File: src/rtl/wide_add_seq.sv
`default_nettype none
// wide_add_seq: WORDS x 32-bit add/subtract, one word per cycle, LS word first, through one csa32.
// Revision: 1.0

module csa32 (
  input  logic [31:0] a,
  input  logic [31:0] b,
  input  logic        cin,
  output logic [31:0] sum,
  output logic        cout
);
  logic [16:0] w_lo;
  logic [16:0] w_hi0;
  logic [16:0] w_hi1;

  // The upper half is precomputed for both incoming carries and then selected.
  assign w_lo  = {1'b0, a[15:0]} + {1'b0, b[15:0]} + {16'd0, cin};
  assign w_hi0 = {1'b0, a[31:16]} + {1'b0, b[31:16]};
  assign w_hi1 = w_hi0 + 17'd1;
  assign sum   = {(w_lo[16] ? w_hi1[15:0] : w_hi0[15:0]), w_lo[15:0]};
  assign cout  = w_lo[16] ? w_hi1[16] : w_hi0[16];
endmodule

module wide_add_seq #(
  parameter int WORDS = 4
) (
  input  logic                  clk,
  input  logic                  rst_n,
  input  logic                  start,
  input  logic                  sub,
  input  logic                  abort,
  input  logic [32*WORDS-1:0]   a_in,
  input  logic [32*WORDS-1:0]   b_in,
  output logic                  ready,
  output logic                  done,
  output logic [32*WORDS-1:0]   result,
  output logic                  cout,
  output logic                  ovf
);
  localparam int W  = 32 * WORDS;
  localparam int IW = $clog2(WORDS);

  typedef enum logic [1:0] {
    S_IDLE = 2'd0,
    S_RUN  = 2'd1,
    S_DONE = 2'd2
  } state_t;

  state_t          r_state;
  state_t          w_next;
  logic [W-1:0]    r_a;
  logic [W-1:0]    r_b;
  logic            r_carry;
  logic [IW-1:0]   r_idx;
  logic [31:0]     w_sum;
  logic            w_cout;
  logic            w_last;

  // Operand copies shift right each cycle, so the active word is always bits [31:0].
  csa32 u_csa32 (
    .a    (r_a[31:0]),
    .b    (r_b[31:0]),
    .cin  (r_carry),
    .sum  (w_sum),
    .cout (w_cout)
  );

  assign w_last = (r_idx == IW'(WORDS - 1));
  assign ready  = (r_state == S_IDLE);
  assign done   = (r_state == S_DONE);

  always_ff @(posedge clk or negedge rst_n) begin
    if (!rst_n) r_state <= S_IDLE;
    else        r_state <= w_next;
  end

  always_comb begin
    w_next = r_state;
    case (r_state)
      S_IDLE:  if (start) w_next = S_RUN;
      S_RUN:   if (abort) w_next = S_IDLE;
               else if (w_last) w_next = S_DONE;
      S_DONE:  w_next = S_IDLE;
      default: w_next = S_IDLE;
    endcase
  end

  always_ff @(posedge clk or negedge rst_n) begin
    if (!rst_n) begin
      r_a     <= '0;
      r_b     <= '0;
      r_carry <= 1'b0;
      r_idx   <= '0;
      result  <= '0;
      cout    <= 1'b0;
      ovf     <= 1'b0;
    end else begin
      case (r_state)
        S_IDLE: begin
          if (start) begin
            r_a     <= a_in;
            r_b     <= sub ? ~b_in : b_in;
            r_carry <= sub;
            r_idx   <= '0;
            result  <= '0;
          end
        end
        S_RUN: begin
          // An abort leaves the word in flight unwritten.
          if (!abort) begin
            result[r_idx*32 +: 32] <= w_sum;
            r_carry <= w_cout;
            r_idx   <= r_idx + 1'b1;
            r_a     <= r_a >> 32;
            r_b     <= r_b >> 32;
            if (w_last) begin
              cout <= w_cout;
              ovf  <= (r_a[31] == r_b[31]) && (w_sum[31] != r_a[31]);
            end
          end
        end
        default: ;
      endcase
    end
  end
endmodule

`default_nettype wire
File: config.mk
export PLATFORM = sky130hd
export DESIGN_NAME = wide_add_seq
export DESIGN_NICKNAME = d
export VERILOG_FILES = /design/src/rtl/wide_add_seq.sv
export SDC_FILE = /design/constraint.sdc
export NUM_CORES = 1
export LEC_CHECK = 0
export BUFFER_PORTS_ARGS = -buffer_cell sky130_fd_sc_hd__buf_2
export CORE_ASPECT_RATIO = 0.6
export CORE_MARGIN = 2
export CORE_UTILIZATION = 40
export CTS_CLUSTER_DIAMETER = 80
export DETAILED_ROUTE_END_ITERATION = 10
export RECOVER_POWER = 25
export SETUP_SLACK_MARGIN = 0.02
export SLEW_MARGIN = 5
export SYNTH_ARGS = -nofsm -noshare
export SYNTH_HDL_FRONTEND = slang
export SYNTH_SLANG_ARGS = --single-unit
File: constraint.sdc
create_clock -name clk -period 7.7 [get_ports clk]
set_input_delay 1.54 -clock clk [delete_from_list [all_inputs] [get_ports clk]]
set_output_delay 1.54 -clock clk [all_outputs]
set_load 0.05 [all_outputs]
Word level (Yosys, flattened, before mapping):

Index checks and enable logic that the tools add are counted.

* register bits after elaboration: 391
* input bits: 261
* output and inout port bits: 132
* logic and storage cells: 55

* add/sub/neg operators: 6
* eq/ne operators: 8
* shifts and indexed selects: 2
* mux-type cells: 23
* bitwise operators: 2
* reduce and logical (&&, ||, !) cells: 6

Operators with widths (number)
* 2-to-1 mux 128 bit: 7
* case mux 128 bit (2 select lines): 3
* bitwise mux 128 bit: 1
* inverter 128 bit: 1
* variable shift 32 x 34 -> 128 bit, first input constant: 1
* variable part select 32 x 34 -> 128 bit: 1
* adder 16 x 16 -> 17 bit: 2
* negation 7 -> 34 bit: 1
* adder 17 x 1 -> 17 bit: 1
* adder 17 x 1 -> 17 bit, second input constant: 1
* 2-to-1 mux 16 bit: 1
* 2-to-1 mux 2 bit: 5
* case mux 2 bit (2 select lines): 2
* AND reduction 3 bit: 2
* == test 2 bit, second input constant: 2
* inequality test 2 bit, second input constant: 2
* 2-to-1 mux 1 bit: 3
* inequality test 3 bit, second input constant: 1
* adder 2 x 1 -> 2 bit, second input constant: 1
* == test 2 x 1 -> 1 bit, second input constant: 1
* logical NOT 2 bit: 1
* case mux 1 bit (2 select lines): 1
* AND reduction 2 bit: 1
* nonzero test 2 bit: 1
* 4 further kinds: 4

Longest topological paths before layout:

* word-level depth: 7
* mapped depth: 13
* depth with buffers taken out: 12

By module:

Synthesis repeated with hierarchy kept, for this count alone.

* cells, all modules: 1684
* area, all modules: 21276.7 µm²

Modules (own cells, without submodules)
* wide_add_seq: instances 1, cells an instance 1451, area an instance 19517.5 µm², sequential area each 9784.4 µm²
* csa32: instances 1, cells an instance 233, area an instance 1759.2 µm², sequential area each 0.0 µm²

Worst setup path after synthesis:

No wires, ideal clock.

* path kind: input to register
* start: input abort
* end: register result[15]
* library setup time: 83 ps
* arrival: 3097 ps
* data required time: 7617 ps
* path slack: 4520 ps
* cell stages on the path: 7
* path buffers: 1
* cell sequence: nand2b_1 a21oi_1 nand2_1 nor4b_1 clkbuf_1 a22oi_1 o21ai_0

* word-level cells in the longest chain between the ends: 2

RTL lines
* from (decl): RTL line 31 `input logic abort,`
* inequality test 2 bit (no line)
* AND reduction 3 bit (no line)
* to (signal, indexed assignment): RTL line 111 `result[r_idx*32 +: 32] <= w_sum;`
* to (decl): RTL line 36 `output logic [32*WORDS-1:0] result,`

No other way between the ends.
A chain may end at the register's enable or synchronous reset.

==> metrics.md <==
| Metric | Value |
|---|---|
| Slew @ Worst Pin | `3.317 ns` |
| Finished Layout Cells | `2985` |
| Vias in the first global route | `14880` |
| CTS Root Cell | `clkbuf_16` |
| CTS tree | `yes` |
| Synth Register Bits | `391` |
| Grt ovf | `0` |
| Count of final setup violators | `0` |
| Worst Hold Class | `reg2reg` |
| Lkg Pwr | `10.70 nW` |
| Asr flop ratio synth | `1.000` |
| Worst EP required | `8.28 ns` |
| Critical path's slowest cell | `clkbuf_2` |
| Sequential fraction of the synthesis area | `0.5178` |
| Crit-path cells | `clkbuf_2 -> buf_4` |
| IO buf count | `392` |
| Initial Utilization | `0.4066` |
| Inserted Clock Buffers | `40` |
| CTS max path bufs | `3` |
| Post-Synthesis Cells | `2021` |
| DP Area | `21330 um2` |
| Most common cell after layout, fill and taps aside | `dfrtp_1` |
| Critical Path Max Stage Delay | `2.29 ns` |
| GR peak layer | `met1` |
| Remaining antenna violation count | `0` |
| Dpl hpwl | `42310 um` |
| P per Cell Area | `460.7 nW/um2` |
| Maximum VDD drop | `0.0003787 V` |
| 1st-pass router iterations | `5` |
| # rows | `61` |
| Most frequent cells in the layout | `dfrtp_1, buf_2, nand2_1, nor2_1, o21ai_0` |
| Synth Warn # | `0` |
| Worst Setup End Kind | `asynchronous set/reset pin` |
| Post-synth net total | `2321` |
| Setup TNS | `0 ns` |
| Arrival time at the worst endpoint | `4.89 ns` |
| Die H | `172.4 um` |
| Fin crit share | `0.5603` |
| Post-CTS Resized | `0` |
| DR vias/cell | `5.312` |
| Mapped Avg Cell Area | `9.350 um2` |
| Max Clock Skew | `0.01811 ns` |
| Max Freq | `0.2318 GHz` |
| Final layout net count | `2624` |
| GR Util All Layers | `0.2308` |
| # diodes | `0` |
| DRC viols | `0` |
| Largest net degree at the start of global routing | `244` |
| Status | `complete, but fails checks` |
| Endpoints failing hold | `0` |
| Setup CP Type | `in2async` |
| RSZ-0062 raised after global routing | `false` |
| Max Cap Violations | `2` |
| Worst path bufs/invs | `2` |
| Violation count after the first detailed-route iteration | `1503` |
| Wire per inst | `19.43 um` |
| Final Max Slew Viols | `210` |
| CTS H-tree depth | `2` |
| Routed WL | `58010 um` |
| Min Tclk post-route | `4.314 ns` |
| Area grow syn2layout | `20.15%` |
| Mapped Area | `18900 um2` |
| Die width | `284.6 um` |
| Core box area | `46480 um2` |
| CTS Hold Buffers Added | `0` |
| Cell variety after synth | `62` |
| CTS sink count | `391` |
| Failing checks | `max-capacitance violations, max-slew violations` |
| Primary FF master, synth | `dfrtp_1` |
| Fillers | `4443` |
| First-pass GRT wire length | `87600 um` |
| Dpl cells | `2912` |
| Skew-Pair Late Insertion Delay | `0.54 ns` |
| GRT met1 Usage | `0.3486` |
| Number of flops mapped to enable cells by yosys | `0` |
| Met2 Use GR | `0.3376` |
| Post-CTS setup buffers | `0` |
| DIE AREA | `49050 um2` |
| CP delay by family, top | `buffers and inverters` |
| Placer Congestion | `0.8815` |
| Met3 usage | `0.04776` |
| Worst setup SP type | `primary input` |
| Vias | `15860` |
| IO Pins | `393` |
| Layout cells sized above 1 | `0.2123` |
| Design area | `22700 um2` |
| Worst-path clk slew | `0.06 ns` |
| Initial antenna violation count | `2` |
| CP max FO | `132` |
| Worst slew margin | `-1.211` |
==> where the power goes <==
group	switching, mW	leakage, nW	internal [mW]	total [mW]
sequential	0.520	4.98	2.80	3.32
combinational	3.49	5.03	1.61	5.10
clock	0.837	0.683	1.20	2.04
==> stage by stage <==
stage	worst slack, ns	hold WS, ns	util	power, mW
floorplan	4.520	0.4488	-	6.794
global placement	3.602	0.4594	0.4589	8.287
detailed placement	3.493	0.4672	0.4589	8.430
CTS	4.034	0.4812	0.4887	10.50
global route	2.736	0.4991	0.4885	11.22
finish	3.386	0.4777	0.4885	10.46
==> layer usage <==
layer | part of all wire | vias to the layer above
met1 | 0.48 | 7692
met5 | 0.00045 | -
met4 | 0.021 | 4
li1 | - | 7587
met3 | 0.069 | 73
met2 | 0.43 | 499
==> registers in the layout, indices dropped and copies added (netlist names) <==
register / count
r_b: 128
cout: 1
r_state: 2
r_carry: 1
result: 128
r_idx: 2
r_a: 128
ovf: 1
==> final timing paths <==
path | startpoint | endpoint | slack (ns) | depth (start not counted)
max | rst_n | r_b[116] | 3.39 | 2
max reg2reg | r_a[16] | result[31] | 4.02 | 12
max in group clk | start | r_b[84] | 3.55 | 5
min in group asynchronous | rst_n | result[54] | 2.10 | 1
min reg2reg | r_b[104] | r_b[104] | 0.48 | 2
min | r_b[104] | r_b[104] | 0.48 | 2
==> cell type report <==
class | instances | area (um2) | area share
repair buffers | 409 | 2133 | 0.09396
inverters | 19 | 71.32 | 0.003141
well taps | 630 | 788.3 | 0.03472
clock inverters | 14 | 170.2 | 0.007495
flip-flops and latches | 391 | 9784 | 0.4309
clock buffers | 59 | 1215 | 0.05351
multi-input cells | 1463 | 8542 | 0.3762
==> cell usage after synthesis, drive strengths merged (2+ instances only) <==
master / number / share of area
and3: 3 / 0.00099
buf: 19 / 0.0040
o21ai: 175 / 0.047
o311ai: 2 / 0.00093
fa: 3 / 0.0032
nor4: 6 / 0.0028
a211o: 3 / 0.0014
nor2b: 9 / 0.0030
or3: 2 / 0.00066
a31oi: 98 / 0.032
xnor2: 154 / 0.072
a211oi: 4 / 0.0019
dfrtp: 391 / 0.52
a21oi: 119 / 0.032
mux2i: 2 / 0.0011
nand2: 388 / 0.077
nand4: 6 / 0.0028
or2: 2 / 0.00066
inv: 19 / 0.0038
ha: 36 / 0.024
and4b: 2 / 0.0011
o31a: 2 / 0.00093
a22o: 108 / 0.050
xor2: 13 / 0.0060
o31ai: 33 / 0.013
nand3: 14 / 0.0044
a21o: 9 / 0.0036
nor3: 10 / 0.0032
o21bai: 3 / 0.0012
clkbuf: 129 / 0.026
nand2b: 7 / 0.0023
nor2: 217 / 0.043
a22oi: 5 / 0.0020
o21a: 5 / 0.0020
o211ai: 6 / 0.0024
==> cell families after synthesis <==
logic type / count (synthesis) / synth area share
buffers and inverters: 167 / 0.03344
and+or+nand+nor: 672 / 0.1446
xor gates and xnor gates: 168 / 0.07899
DFF: 391 / 0.5178
adders and majority gates: 39 / 0.02701
AOI/OAI and AO/OA: 582 / 0.1971
muxes: 2 / 0.001059
No activity file was read; power rests on OpenSTA's default activity.
